## config.mk

```make
export PLATFORM = sky130hd
export DESIGN_NAME = bus_dma
export DESIGN_NICKNAME = d
export VERILOG_FILES = /design/src/rtl/bus_dma_pkg.sv /design/src/rtl/bus_dma.sv
export SDC_FILE = /design/constraint.sdc
export NUM_CORES = 1
export LEC_CHECK = 0
export CELL_PAD_IN_SITES_DETAIL_PLACEMENT = 0
export CELL_PAD_IN_SITES_GLOBAL_PLACEMENT = 2
export CORE_ASPECT_RATIO = 0.75
export CORE_MARGIN = 5
export CORE_UTILIZATION = 27
export DETAILED_ROUTE_END_ITERATION = 16
export PLACE_DENSITY = 0.86
export RECOVER_POWER = 50
export REMOVE_ABC_BUFFERS = 1
export SKIP_LAST_GASP = 1
export SLEW_MARGIN = 20
export SYNTH_ARGS = -nofsm -noshare
export SYNTH_HDL_FRONTEND = slang
export SYNTH_SLANG_ARGS = --single-unit
export TNS_END_PERCENT = 1
```

## constraint.sdc

```tcl
create_clock -name clk -period 2.7 [get_ports clk]
set_input_delay 0.54 -clock clk [delete_from_list [all_inputs] [get_ports clk]]
set_output_delay 0.54 -clock clk [all_outputs]
set_load 0.05 [all_outputs]
```

## src/rtl/bus_dma_pkg.sv

```systemverilog
// rtl/bus_dma_pkg.sv - shared state encoding and constants for the bus DMA engine
package bus_dma_pkg;

    typedef enum logic [2:0] {
        ST_IDLE = 3'd0,
        ST_REQ  = 3'd1,
        ST_RD   = 3'd2,
        ST_WR   = 3'd3,
        ST_DONE = 3'd4
    } dma_state_t;

    localparam int         WORD_BYTES = 4;
    localparam logic [1:0] ALIGN_MASK = 2'b11;

endpackage

```

## src/rtl/bus_dma.sv

```systemverilog
// rtl/bus_dma.sv - single-channel word-copy initiator on the SoC data bus
module bus_dma
    import bus_dma_pkg::*;
#(
    parameter int ADDR_W = 32,
    parameter int DATA_W = 32,
    parameter int LEN_W  = 16
) (
    input  logic              clk,
    input  logic              rst,
    input  logic              start,
    input  logic [ADDR_W-1:0] src_addr,
    input  logic [ADDR_W-1:0] dst_addr,
    input  logic [LEN_W-1:0]  len_words,
    output logic              busy,
    output logic              done,
    output logic              err,
    output logic              bus_req,
    input  logic              bus_gnt,
    output logic [ADDR_W-1:0] dram_addr,
    output logic              dram_we,
    output logic [DATA_W-1:0] dram_wdin,
    input  logic [DATA_W-1:0] dram_rd
);

    dma_state_t        state_q, state_d;
    logic [ADDR_W-1:0] src_q, src_d;
    logic [ADDR_W-1:0] dst_q, dst_d;
    logic [LEN_W-1:0]  rem_q, rem_d;
    logic [DATA_W-1:0] buf_q, buf_d;
    logic              err_q, err_d;
    logic              misaligned;

    // Either address not on a word boundary makes the whole transfer invalid.
    assign misaligned = ((src_addr[1:0] & ALIGN_MASK) != 2'b00) ||
                        ((dst_addr[1:0] & ALIGN_MASK) != 2'b00);

    assign err = err_q;

    // State and datapath registers; reset drops everything back to idle without a done pulse.
    always_ff @(posedge clk) begin
        if (rst) begin
            state_q <= ST_IDLE;
            src_q   <= '0;
            dst_q   <= '0;
            rem_q   <= '0;
            buf_q   <= '0;
            err_q   <= 1'b0;
        end else begin
            state_q <= state_d;
            src_q   <= src_d;
            dst_q   <= dst_d;
            rem_q   <= rem_d;
            buf_q   <= buf_d;
            err_q   <= err_d;
        end
    end

    // Next-state and bus outputs; every read/write step waits on the grant so no word is lost.
    always_comb begin
        state_d   = state_q;
        src_d     = src_q;
        dst_d     = dst_q;
        rem_d     = rem_q;
        buf_d     = buf_q;
        err_d     = err_q;
        busy      = 1'b0;
        done      = 1'b0;
        bus_req   = 1'b0;
        dram_addr = '0;
        dram_we   = 1'b0;
        dram_wdin = '0;
        case (state_q)
            ST_IDLE: begin
                if (start) begin
                    src_d = src_addr;
                    dst_d = dst_addr;
                    rem_d = len_words;
                    err_d = 1'b0;
                    if (len_words == '0) begin
                        state_d = ST_DONE;
                    end else if (misaligned) begin
                        err_d   = 1'b1;
                        state_d = ST_DONE;
                    end else begin
                        state_d = ST_REQ;
                    end
                end
            end
            ST_REQ: begin
                busy    = 1'b1;
                bus_req = 1'b1;
                if (bus_gnt) begin
                    state_d = ST_RD;
                end
            end
            ST_RD: begin
                busy      = 1'b1;
                bus_req   = 1'b1;
                dram_addr = src_q;
                if (bus_gnt) begin
                    buf_d   = dram_rd;
                    state_d = ST_WR;
                end
            end
            ST_WR: begin
                busy      = 1'b1;
                bus_req   = 1'b1;
                dram_addr = dst_q;
                dram_wdin = buf_q;
                dram_we   = bus_gnt;
                if (bus_gnt) begin
                    src_d = src_q + ADDR_W'(WORD_BYTES);
                    dst_d = dst_q + ADDR_W'(WORD_BYTES);
                    rem_d = rem_q - LEN_W'(1);
                    if (rem_q == LEN_W'(1)) begin
                        state_d = ST_DONE;
                    end else begin
                        state_d = ST_RD;
                    end
                end
            end
            ST_DONE: begin
                done    = 1'b1;
                state_d = ST_IDLE;
            end
            default: begin
                state_d = ST_IDLE;
            end
        endcase
    end

endmodule

```

======== Word-level counts from Yosys, hierarchy flattened ========
Index checks and enable logic that the tools add are counted.
storage, ports and cells
  flip-flop bits (word level) ............. 116
  bits in latches ......................... 0
  RAM bits ................................ 0
  bits in read-only memories .............. 0
  input port bits ......................... 116
  output and inout bits ................... 69
  logic and storage cells ................. 53
  memories kept ........................... 0
operators by class
  add/sub/neg operators ................... 3
  multiply operators ...................... 0
  div/mod/pow operators ................... 0
  magnitude comparators ................... 0
  equal/unequal tests ..................... 9
  shift-type cells ........................ 0
  multiplexer cells ....................... 24
  bitwise gates (word level) .............. 0
  reductions and logical operators ........ 11
operator list
  kind                                                                  count
  32-bit one-hot mux with 2 select lines                                3
  32-bit two-way mux                                                    5
  32-bit by 3-bit adder with 32-bit output, second input constant       2
  16-bit two-way mux                                                    2
  16-bit one-hot mux with 2 select lines                                1
  3-bit two-way mux                                                     7
  16-bit by 1-bit == test with 1-bit output, second input constant      1
  16-bit zero test                                                      1
  16-bit by 1-bit subtractor with 16-bit output, second input constant  1
  3-bit one-hot mux with 4 select lines                                 1
  2-bit inequality test, second input constant                          4
  3-bit by 2-bit == test with 1-bit output, second input constant       2
  2-bit nonzero test                                                    3
  1-bit two-way mux                                                     5
  2-bit AND reduction                                                   2
  4-bit AND reduction                                                   1
  3-bit by 1-bit == test with 1-bit output, second input constant       1
  3-bit == test, second input constant                                  1
  3-bit zero test                                                       1
  3-bit AND reduction                                                   1
  3-bit OR reduction                                                    1
  1-bit logical OR                                                      1

======== Longest topological paths before layout ========
Gate-level depths: netlist of run 1.
  depth after elaboration ................. 6
  mapped depth ............................ 8
  mapped depth without buffers ............ 7

======== Worst setup path before layout of run 1 ========
Ideal clock, no wire load.
  kind .................................... register to output
  start point ............................. register state_q[2]
  end point ............................... output port dram_addr[18]
  arrival time ............................ 2322 ps
  data required time ...................... 2160 ps
  slack ................................... -162 ps
  stages on the path, launching flop included .. 7
  buffers on the path ..................... 4
  cell sequence ........................... dfxtp_1 clkbuf_8 nand3b_1 clkbuf_1 clkbuf_1 clkbuf_1 o21ai_0
on the way
  word-level cells in the longest chain between the ends .. 2
  elaborated cells on any way between the ends .. 3
  classes of those cells .................. eq/ne (2); mux (1)
RTL lines
  element                                     RTL line       RTL
  from (decl)                                 bus_dma.sv:26  dma_state_t state_q, state_d;
  from (signal assigned)                      bus_dma.sv:50  state_q <= state_d;
  3-bit by 2-bit == test with 1-bit output    bus_dma.sv:73  case (state_q)
  32-bit one-hot mux with 2 select lines (*)  bus_dma.sv:73
  to (decl)                                   bus_dma.sv:20  output logic [ADDR_W-1:0] dram_addr,
Every way passes the cells marked *; elsewhere a longest branch is shown, timed or not.

======== Worst setup path in the final report of run 1 ========
  start point ............................. register state_q[0]
  end point ............................... output port dram_addr[22]
Same word-level chain as after synthesis.

==> reports/results.ini, run 1 <==
[critical_path]
rr_worst_depth=6
crit_chain=and3b_4 > buf_4 > a22o_1 > buf_12
cp_num_buf_inv=2
slowest_stage=dfxtp_1
ff2ff_setup_slack_ps=310
path_max_fanout=21
regToRegStartpoint=state_q[1]
timing.rr.end=dst_q[8]
critical_path_arrival_ps=2210
critPathRequiredTime_ps=2160
crit_type=reg2out
end_kind=output port
slowest_delay_ps=570
crit_family=flip-flops
start_kind=register

[synth]
synthCells=929
synth_edf_count=0
syn_avg_cell_area_um2=7.43
synth_cell_types=75
yosysWarnings=0
synthArstFlopShare_pct=0
yosysSeqAreaShare_pct=33.6
netlist_area_mm2=0.00690
synth_top_area_share_pct=33.6
ys_ff_latch=116
ys.flop_type=dfxtp_1
synthTopCellsByArea=dfxtp_1 (34%), nand2_1 (8.6%), a21oi_1 (6.7%)
netlist.top_cell.by_area=dfxtp_1

[clock_network]
cts.htree.levels=4
clkTransAtPathRegs_ps=50
post_cts_buffers=0
cts.sinks=116
ctsRootBufferMaster=clkbuf_16
clk_path_buf_depth=2
cts_tree=done
cts_resized=0
insertion_delay_ps=420
cts_inserted_buffers=17

[route]
maxUsedRoutingLayer=met4
wl_met3_mm=1.87
drc=0
ant_nets=0
drt_first_pass_iters=6
wl_met1_mm=13.6
drtIter0Drc=567
drt-vias-per-instance=5.33
dr_wl_met2_mm=10.9
finalWirelength_mm=26.7
wire_per_inst_um=18.5
dr_total_vias=7694

[global_routing]
antenna_found_initial=0
grt-ovfl-total=0
grt_max_degree=83
track_usage_pct=18.1
grt_pass1_vias=7331
grt_pass1_wl_mm=42.3

[timing]
min_period_ps=2750
rsz0062_at_grt=true
fin_ws_ps=-49.3
finalMaxSlewViolations=0
slew_headroom_pct=51.7
fin_tns_setup_ps=-193
worst_pin_slew_ps=724
hold_violations=0
finalSetupViolations=6
fmax_mhz=364
fin_skew_ps=9.78
fin_crit_sh_pct=102

[pwr]
p_sw_mw=1.28
p_clk_share_pct=46.5
switching_share_pct=26.3
p_leak_nw=3.71
power_density_mw_per_mm2=468
p_int_mw=3.58
vdd_ir_drop_max_mv=0.417
pwr-share-seq_pct=39.9
p_total_mw=4.86
p_comb_share_pct=13.6

[floorplan]
core_area_mm2=0.0251
pin_count=185
start_util_pct=27.5
num_rows=50
die_h_um=148
die_w_um=195
floorplan.die_area_mm2=0.0289

[hold_path]
hold_path.class=reg2reg
holdCritStartpoint=buf_q[24]
hold_depth=2
hold_end=buf_q[24]

[finish]
stdcell_count=1443
layout_common_cells=nand2_1 (159), clkdlybuf4s50_1 (117), dfxtp_1 (116)
stdcell_area_mm2=0.0104
final_nets=1212
final_common_cell=nand2_1
drive_above_1_share_pct=14.2
diodes=0
syn2layout_area_growth_pct=50.3

[place]
gp_congestion=0.821
place_ws_ps=121
dp_hpwl_mm=19.3
dpl.cell_count=1411
placed_area_mm2=0.00987
io_buffers=184

[status]
run_status=finished with violations
violations=setup timing

[flow_run]
cap_violations=0

-- cell usage after synthesis (3+ instances only) --
| library cell | number |
|---|---|
| o31ai_1 | 10 |
| nor3_1 | 37 |
| a32o_1 | 4 |
| ha_1 | 4 |
| nand4_1 | 20 |
| o21ai_0 | 58 |
| nor4b_1 | 3 |
| inv_1 | 13 |
| a22o_1 | 25 |
| a311oi_1 | 8 |
| a211oi_1 | 16 |
| dfxtp_1 | 116 |
| buf_1 | 4 |
| nand4b_1 | 4 |
| o22ai_1 | 4 |
| a21oi_1 | 93 |
| clkbuf_8 | 6 |
| and2_1 | 40 |
| a31oi_1 | 13 |
| or3_1 | 8 |
| mux2i_1 | 5 |
| nor2_1 | 60 |
| o311ai_0 | 3 |
| o211ai_1 | 4 |
| o21a_1 | 5 |
| a41oi_1 | 3 |
| buf_2 | 10 |
| nor4_1 | 15 |
| nor4_4 | 3 |
| o41ai_1 | 5 |
| clkbuf_1 | 56 |
| and3_1 | 10 |
| a22oi_1 | 9 |
| a2bb2oi_1 | 3 |
| buf_4 | 4 |
| a21o_1 | 6 |
| nand2_1 | 158 |
| and4_1 | 7 |
| or2_2 | 3 |
| nand3_1 | 28 |
-- tightest hold or removal path, cell delays in order, from the launching register on --
cell and delay [ps]:
dfxtp_1 300, nand2_1 50, a21oi_1 50
-- worst max-delay path by stage --
stage / startpoint / endpoint / cells after the start
2_1_floorplan: start / src_q[17] / 5
3_3_place_gp: start / dst_q[20] / 8
3_5_place_dp: start / dst_q[16] / 6
4_1_cts: state_q[0] / dram_addr[22] / 4
5_1_grt: state_q[0] / dram_addr[22] / 4
6_report: state_q[0] / dram_addr[22] / 4
-- stage by stage --
step,util [%],hold WS [ps]
global placement,39.3,437
floorplan,-,426
finish,41.4,446
detailed placement,39.3,442
global route,41.4,467
CTS,41.6,450
-- layout make-up --
cell class                      count  area, µm²
Inverter                           14       52.6
Fill cell                        2527      14700
Clock inverter                     11        135
Tap cell                          338        423
Timing Repair Buffer              226       2860
Clock buffer                       21        440
Sequential cell                   116       2320
Multi-Input combinational cell    717       4140
-- kinds of logic (layout without fill, tap and decap cells) --
family / count (synthesis) / count (layout) / synth area share, %
mux: 7 / 7 / 1.05
buf+inv: 96 / 272 / 6.53
flops: 116 / 116 / 33.6
compound gates: 287 / 287 / 27.0
simple gates: 419 / 419 / 31.0
fa+ha+maj: 4 / 4 / 0.725
-- what timing repair did --
action | 4_1_cts | 5_1_grt
pin swaps | 1 | 0
setup endpoints to repair | 27 | 62
hold buffers | 0 | 0
-- routing by layer --
metal | global-route usage, % | vias to the layer above
li1 | - | 3733
met1 | 28.4 | 3650
met2 | 24.8 | 289
met3 | 4.44 | 22
met4 | 3.72 | 0
met5 | 0 | -
-- power groups by stage --
stage	registers, mW	clock network [mW]	logic (mW)
2_1_floorplan	1.93	0	0.310
3_3_place_gp	1.97	0	0.673
3_5_place_dp	1.97	0	0.675
4_1_cts	1.93	2.31	0.678
5_1_grt	1.95	2.40	0.729
6_report	1.94	2.26	0.660
-- state kept, by name, summed over array words and instances (netlist names) --
register / count
dst_q: 32
src_q: 32
buf_q: 32
rem_q: 16
err: 1
state_q: 3
No activity file was read; power rests on OpenSTA's default activity.
==> inputs of run 2 (changes only) <==
Settings changed: CORE_MARGIN 5 to 4.
==> run 2 against run 1 <==
The run still ends with setup timing left. Worst setup slack gained 25 ps. Wire length increased by 0.87%. Sequential power about the same. Critical endpoint is now busy. Register-to-register slack worse by 200 ps. Critical path depth down 1. Clock skew is 2.3 ps higher. Critical path type unchanged. Combinational power down 0.6%.
==> reports/results.ini, run 2 (same netlist as run 1, synthesis figures left out) <==
[status]
run_status=finished with violations
violations=setup timing

[pwr]
pwr-share-seq_pct=38.9  ; -1.0 points
switching_share_pct=27.6  ; +1.3 points
p_comb_share_pct=13.2  ; -0.4 points
p_leak_nw=3.72  ; +0.39%
vdd_ir_drop_max_mv=0.436  ; +4.5%
p_int_mw=3.60  ; +0.44%
p_sw_mw=1.37  ; +7.2%
p_clk_share_pct=47.9  ; +1.4 points
p_total_mw=4.96  ; +2.2%
power_density_mw_per_mm2=478  ; +2.1%

[global_routing]
grt_util_met1_pct=28.7  ; +0.32 points
met3_usage_pct=3.80  ; -0.64 points
track_usage_pct=18.8  ; +0.65 points
antenna_found_initial=0  ; unchanged
grt-busiest-layer=met1
grt_pass1_vias=7361  ; +0.41%
grt-ovfl-total=0  ; unchanged
grt_pass1_wl_mm=42.3  ; about the same
use_met2_pct=27.1  ; +2.3 points
grt_max_degree=86  ; +3.6%

[critical_path]
end_kind=output port
start_kind=register
endpoint=busy
critPathRequiredTime_ps=2160  ; about the same
regToRegStartpoint=state_q[0]
critical_path_arrival_ps=2180  ; -30 ps
path_max_fanout=12  ; -43%
crit_start=state_q[1]
crit_type=reg2out
rr_worst_depth=6  ; unchanged
ff2ff_setup_slack_ps=110  ; -200 ps
timing.rr.end=rem_q[0]

[route]
drt_first_pass_iters=5  ; -1
drt-vias-per-instance=5.30  ; -0.52%
drc=0  ; unchanged
finalWirelength_mm=27.0  ; +0.87%
wire_per_inst_um=18.6  ; +0.59%
dr_total_vias=7675  ; -0.25%
ant_nets=0  ; unchanged
drtIter0Drc=589  ; +3.9%

[timing]
finalMaxSlewViolations=0  ; unchanged
worst_pin_slew_ps=774  ; +50.2 ps
finalSetupViolations=3  ; -3
fin_ws_ps=-24.3  ; +25.0 ps
timing.hold.ws_ps=448  ; +2.60 ps
fin_crit_sh_pct=101  ; -0.93 points
rsz0062_at_grt=true
min_period_ps=2720  ; -25.0 ps
slew_headroom_pct=47.9  ; -3.8 points
fmax_mhz=367  ; +0.92%
hold_violations=0  ; unchanged
fin_skew_ps=12.1  ; +2.28 ps

[finish]
stdcell_area_mm2=0.0104  ; about the same
diodes=0  ; unchanged
final_util_pct=41.4  ; about the same
layout_common_cells=nand2_1 (159), dfxtp_1 (116), clkdlybuf4s50_1 (115)
final_nets=1216  ; +0.33%
fill_cells=2552  ; +0.99%
drive_above_1_share_pct=14.6  ; +0.40 points
reg_top3=buf_q (32), dst_q (32), src_q (32)
syn2layout_area_growth_pct=50.5  ; about the same
final_common_cell=nand2_1

[floorplan]
num_rows=50  ; unchanged
floorplan.die_area_mm2=0.0282  ; -2.4%
start_util_pct=27.5  ; unchanged
die_h_um=146  ; -1.3%
pin_count=185  ; unchanged
core_area_mm2=0.0251  ; unchanged
die_w_um=193  ; -1.0%

[hold_path]
hold_path.class=reg2reg
hold_depth=2  ; unchanged

[place]
placed_area_mm2=0.00984  ; -0.28%
place_ws_ps=41.3  ; -79.8 ps
dp_hpwl_mm=19.0  ; -1.2%
gp_congestion=0.813  ; -0.99%
io_buffers=184  ; unchanged

[clock_network]
ctsRootBufferMaster=clkbuf_16
clkTransAtPathRegs_ps=60  ; about the same
cts.htree.levels=4  ; unchanged
cts_inserted_buffers=17  ; unchanged
clk_path_buf_depth=2  ; unchanged
insertion_delay_ps=430  ; about the same
cts_tree=done
cts.sinks=116  ; unchanged

[flow_run]
cap_violations=0  ; unchanged

-- run 2: stage by stage --
step	setup TNS, ps	cells
2_1_floorplan	-185410	847
3_3_place_gp	0	1414
3_5_place_dp	0	1414
4_1_cts	-1040	1447
5_1_grt	-4020	1447
6_report	-36.5	1447
-- run 2: power by group through the flow --
stage               registers (mW)  logic [mW]  clock network, mW
floorplan                     1.93       0.310                  0
global placement              1.96       0.670                  0
detailed placement            1.97       0.671                  0
CTS                           1.93       0.675               2.41
global route                  1.95       0.722               2.49
finish                        1.93       0.656               2.38
-- run 2: layer usage --
| metal | part of all wire (%) | up-vias | wire, µm |
|---|---|---|---|
| li1 | - | 3741 | - |
| met1 | 49 | 3660 | 13300 |
| met2 | 43 | 250 | 11600 |
| met3 | 6.6 | 24 | 1790 |
| met4 | 1.2 | 0 | 332 |
| met5 | 0 | - | 0 |
-- run 2: layout make-up --
cell class	count	area (µm²)	area share, %
clock buffer	17	425	4.10
clock inverter	15	184	1.77
inverter	14	52.6	0.506
multi-input combinational	718	4130	39.8
sequential	116	2320	22.4
tap	338	423	4.07
timing repair buffer	229	2840	27.4
-- run 2: critical path: stages, from the launching register on --
cell,delay [ps]
dfxtp_1,580
nor2_1,170
nor2_1,190
clkdlybuf4s50_1,830
-- run 2: worst min path at each step --
stage	slack, ps	startpoint	to
after detailed placement	440	buf_q[2]	buf_q[2]
after CTS	450	buf_q[2]	buf_q[2]
after global placement	440	buf_q[14]	buf_q[14]
final	450	buf_q[13]	buf_q[13]
after floorplan	430	buf_q[0]	buf_q[0]
after global routing	470	buf_q[0]	buf_q[0]
-- run 2: repair_timing --
item,4_1_cts,5_1_grt
setup endpoints to repair,30,47
cloned,1,0
pin swaps,1,0
hold buffers,0,0
resized for setup,1,1
buffers inserted,0,0
==> RTL change: new RTL, config.mk and constraints of run 2 <==
The parameter `ADDR_W` goes from 32 to 64.
--- a/src/rtl/bus_dma.sv
+++ b/src/rtl/bus_dma.sv
@@ -2,7 +2,7 @@
 module bus_dma
     import bus_dma_pkg::*;
 #(
-    parameter int ADDR_W = 32,
+    parameter int ADDR_W = 64,
     parameter int DATA_W = 32,
     parameter int LEN_W  = 16
 ) (
Ports: changed (resized dram_addr, dst_addr and src_addr); port bits go from 185 to 281. No check against the original RTL was run, so the function may have changed too.
==> RTL change against run 2 <==
  * Global-route usage is 3.4 points higher
  * Via count increased by 82%
  * Synthesized area is 68% higher
  * Non-clock buffer count increased by 181
  * Maximum frequency shrank 0.12%
  * The run still ends with negative setup slack left
  * Critical endpoint is now dram_addr[24]
  * Synthesized cell count increased by 76%
  * Setup slack lost 3.2 ps
  * Final area increased by 66%
  * Sequential cell count increased by 64
  * Wire length rose by 97%
  * Largest cell class unchanged
  * Cell count increased by 72%
  * Combinational power is 78% higher
  * Power increased by 39%
==> RTL change: results (changes against run 2) <==
run_status: "finished with violations"  # unchanged
violations: "negative setup slack"  # unchanged
synth_fa_ha_area_share_pct: 0.433  # was 0.725%
cts_sinks: 180  # was 116
grt_pass1_vias: 13118  # was 7361
cp_slowest_cell: "and3b_4"  # was clkdlybuf4s50_1
multi_input_area_um2: 7340  # was 4130 µm²
synth_compound_area_share_pct: 27.6  # was 27.0%
placed_cell_area_um2: 16700  # was 9840 µm²
finalSetupViolations: 3  # unchanged
tapCellCount: 569  # was 338
multi_input_gates: 1290  # was 718
initialDrtViolationCount: 1441  # was 589
clkLatencyLatePin_ps: 470  # was 430 ps
crit_fanout: 27  # was 12
clockRootBuffer: "clkbuf_16"  # unchanged
fillCellCount: 4329  # was 2552
antenna_found_initial: 1  # was 0
slowest_delay_ps: 440  # was 830 ps
path_delay_family: "buffers and inverters"  # unchanged
finClkSkew_ps: 13.1  # was 12.1 ps
clk_share_pct: 3.55  # was 5.87%
seq_share_pct: 20.9  # was 22.4%
final-nonclk-buf-share_pct: 28.5  # was 27.4%
diodes: 0  # unchanged
cts_setup_buffers: 0  # unchanged
htree_num_levels: 4  # unchanged
finalNetCount: 2097  # was 1216
yosys.cell_types.count: 82  # was 75
synth_commonest_cells: "nand2_1 (281), dfxtp_1 (180), a21oi_1 (132)"  # was nand2_1 (158), dfxtp_1 (116), a21oi_1 (93)
worst_slack_ps: -27.4  # was -24.3 ps
peakVddDrop_mv: 0.480  # was 0.436 mV
synth_xor_area_share_pct: 0.379  # was 0%
grtUsageTotal_pct: 22.2  # was 18.8%
grt_pass1_wl_um: 80400  # was 42300 µm
nNonClkBuffers: 410  # was 229
drive_above_1_share_pct: 14.6  # about the same
gp_congestion: 0.890  # was 0.813
dr.pass1.iters: 6  # was 5
synthMuxAreaShare_pct: 1.16  # was 1.05%
clock_buffers: 20  # was 17
clkTransAtPathRegs_ps: 80  # was 60 ps
wl_um: 53200  # was 27000 µm
p_leak_nw: 6.15  # was 3.72 nW
reg_top3: "dst_q (64), src_q (64), buf_q (32)"  # was buf_q (32), dst_q (32), src_q (32)
grt_max_degree: 67  # was 86
netlist_top_cells_area: "dfxtp_1 (31%), nand2_1 (9.1%), a21oi_1 (5.7%)"  # was dfxtp_1 (34%), nand2_1 (8.6%), a21oi_1 (6.7%)
worstPathArrival_ps: 2190
port_buffers: 280  # was 184
seq_area_frac_synth_pct: 31.2  # was 33.6%
tritoncts: "yes"  # unchanged
dp.final_hpwl_um: 39200  # was 19000 µm
max_slew_margin_pct: 17.4  # was 47.9%
dp_slack_ps: -40.1  # was 41.3 ps
async_flop_share_pct: 0  # unchanged
ys.flop_type: "dfxtp_1"  # unchanged
num_vias: 14000  # was 7675
clk_path_buf_depth: 2  # unchanged
n_all_inverters: 14  # unchanged
RTL change: cell count changes after synthesis, sizes merged, moves of 39 or more:
cell and delta:
nand2 +123, dfxtp +64, clkbuf +57, nor2 +65, nand3 +70, a21oi +39
RTL change: final timing paths:
kind | from | end | slack [ps] | cells after the start
worst max-delay path | state_q[2] | dram_addr[24] | -30 | 5
worst min-delay path | buf_q[12] | buf_q[12] | 450 | 2
worst max register to register | state_q[1] | dst_q[25] | 140 | 7
worst min register to register | buf_q[12] | buf_q[12] | 450 | 2
RTL change: routing by layer:
| metal | part of all wire (%) | up-vias | wire, µm | track usage, % |
|---|---|---|---|---|
| met1 | 46 | 6654 | 24200 | 32.1 |
| met3 | 9.2 | 69 | 4890 | 5.45 |
| li1 | - | 6614 | - | - |
| met2 | 43 | 663 | 23100 | 33.2 |
| met5 | 0 | - | 0 | 0 |
| met4 | 2.0 | 0 | 1060 | 5.02 |
RTL change: worst register-to-register path: stages, from the launching register on:
cell and delay (ps):
dfxtp_1 360, buf_4 180, or3b_2 540, a211oi_1 480
buf_12 260, clkbuf_1 350, a22oi_1 160, a31oi_1 160
RTL change: stage by stage:
step                util, %  total power, W  std cells  TNS, ps
floorplan                 -         0.00352       1484  -686770
global placement       39.6         0.00423       2463    -27.4
detailed placement     39.6         0.00425       2463     -152
CTS                    41.0         0.00695       2495    -1000
global route           40.8         0.00717       2495    -1030
finish                 40.8         0.00689       2495    -31.3
RTL change: power by group:
part	switching, W	total [W]	internal [W]
Sequential	0.000206	0.00301	0.00281
Clock	0.00125	0.00271	0.00146
Combinational	0.000594	0.00117	0.000574
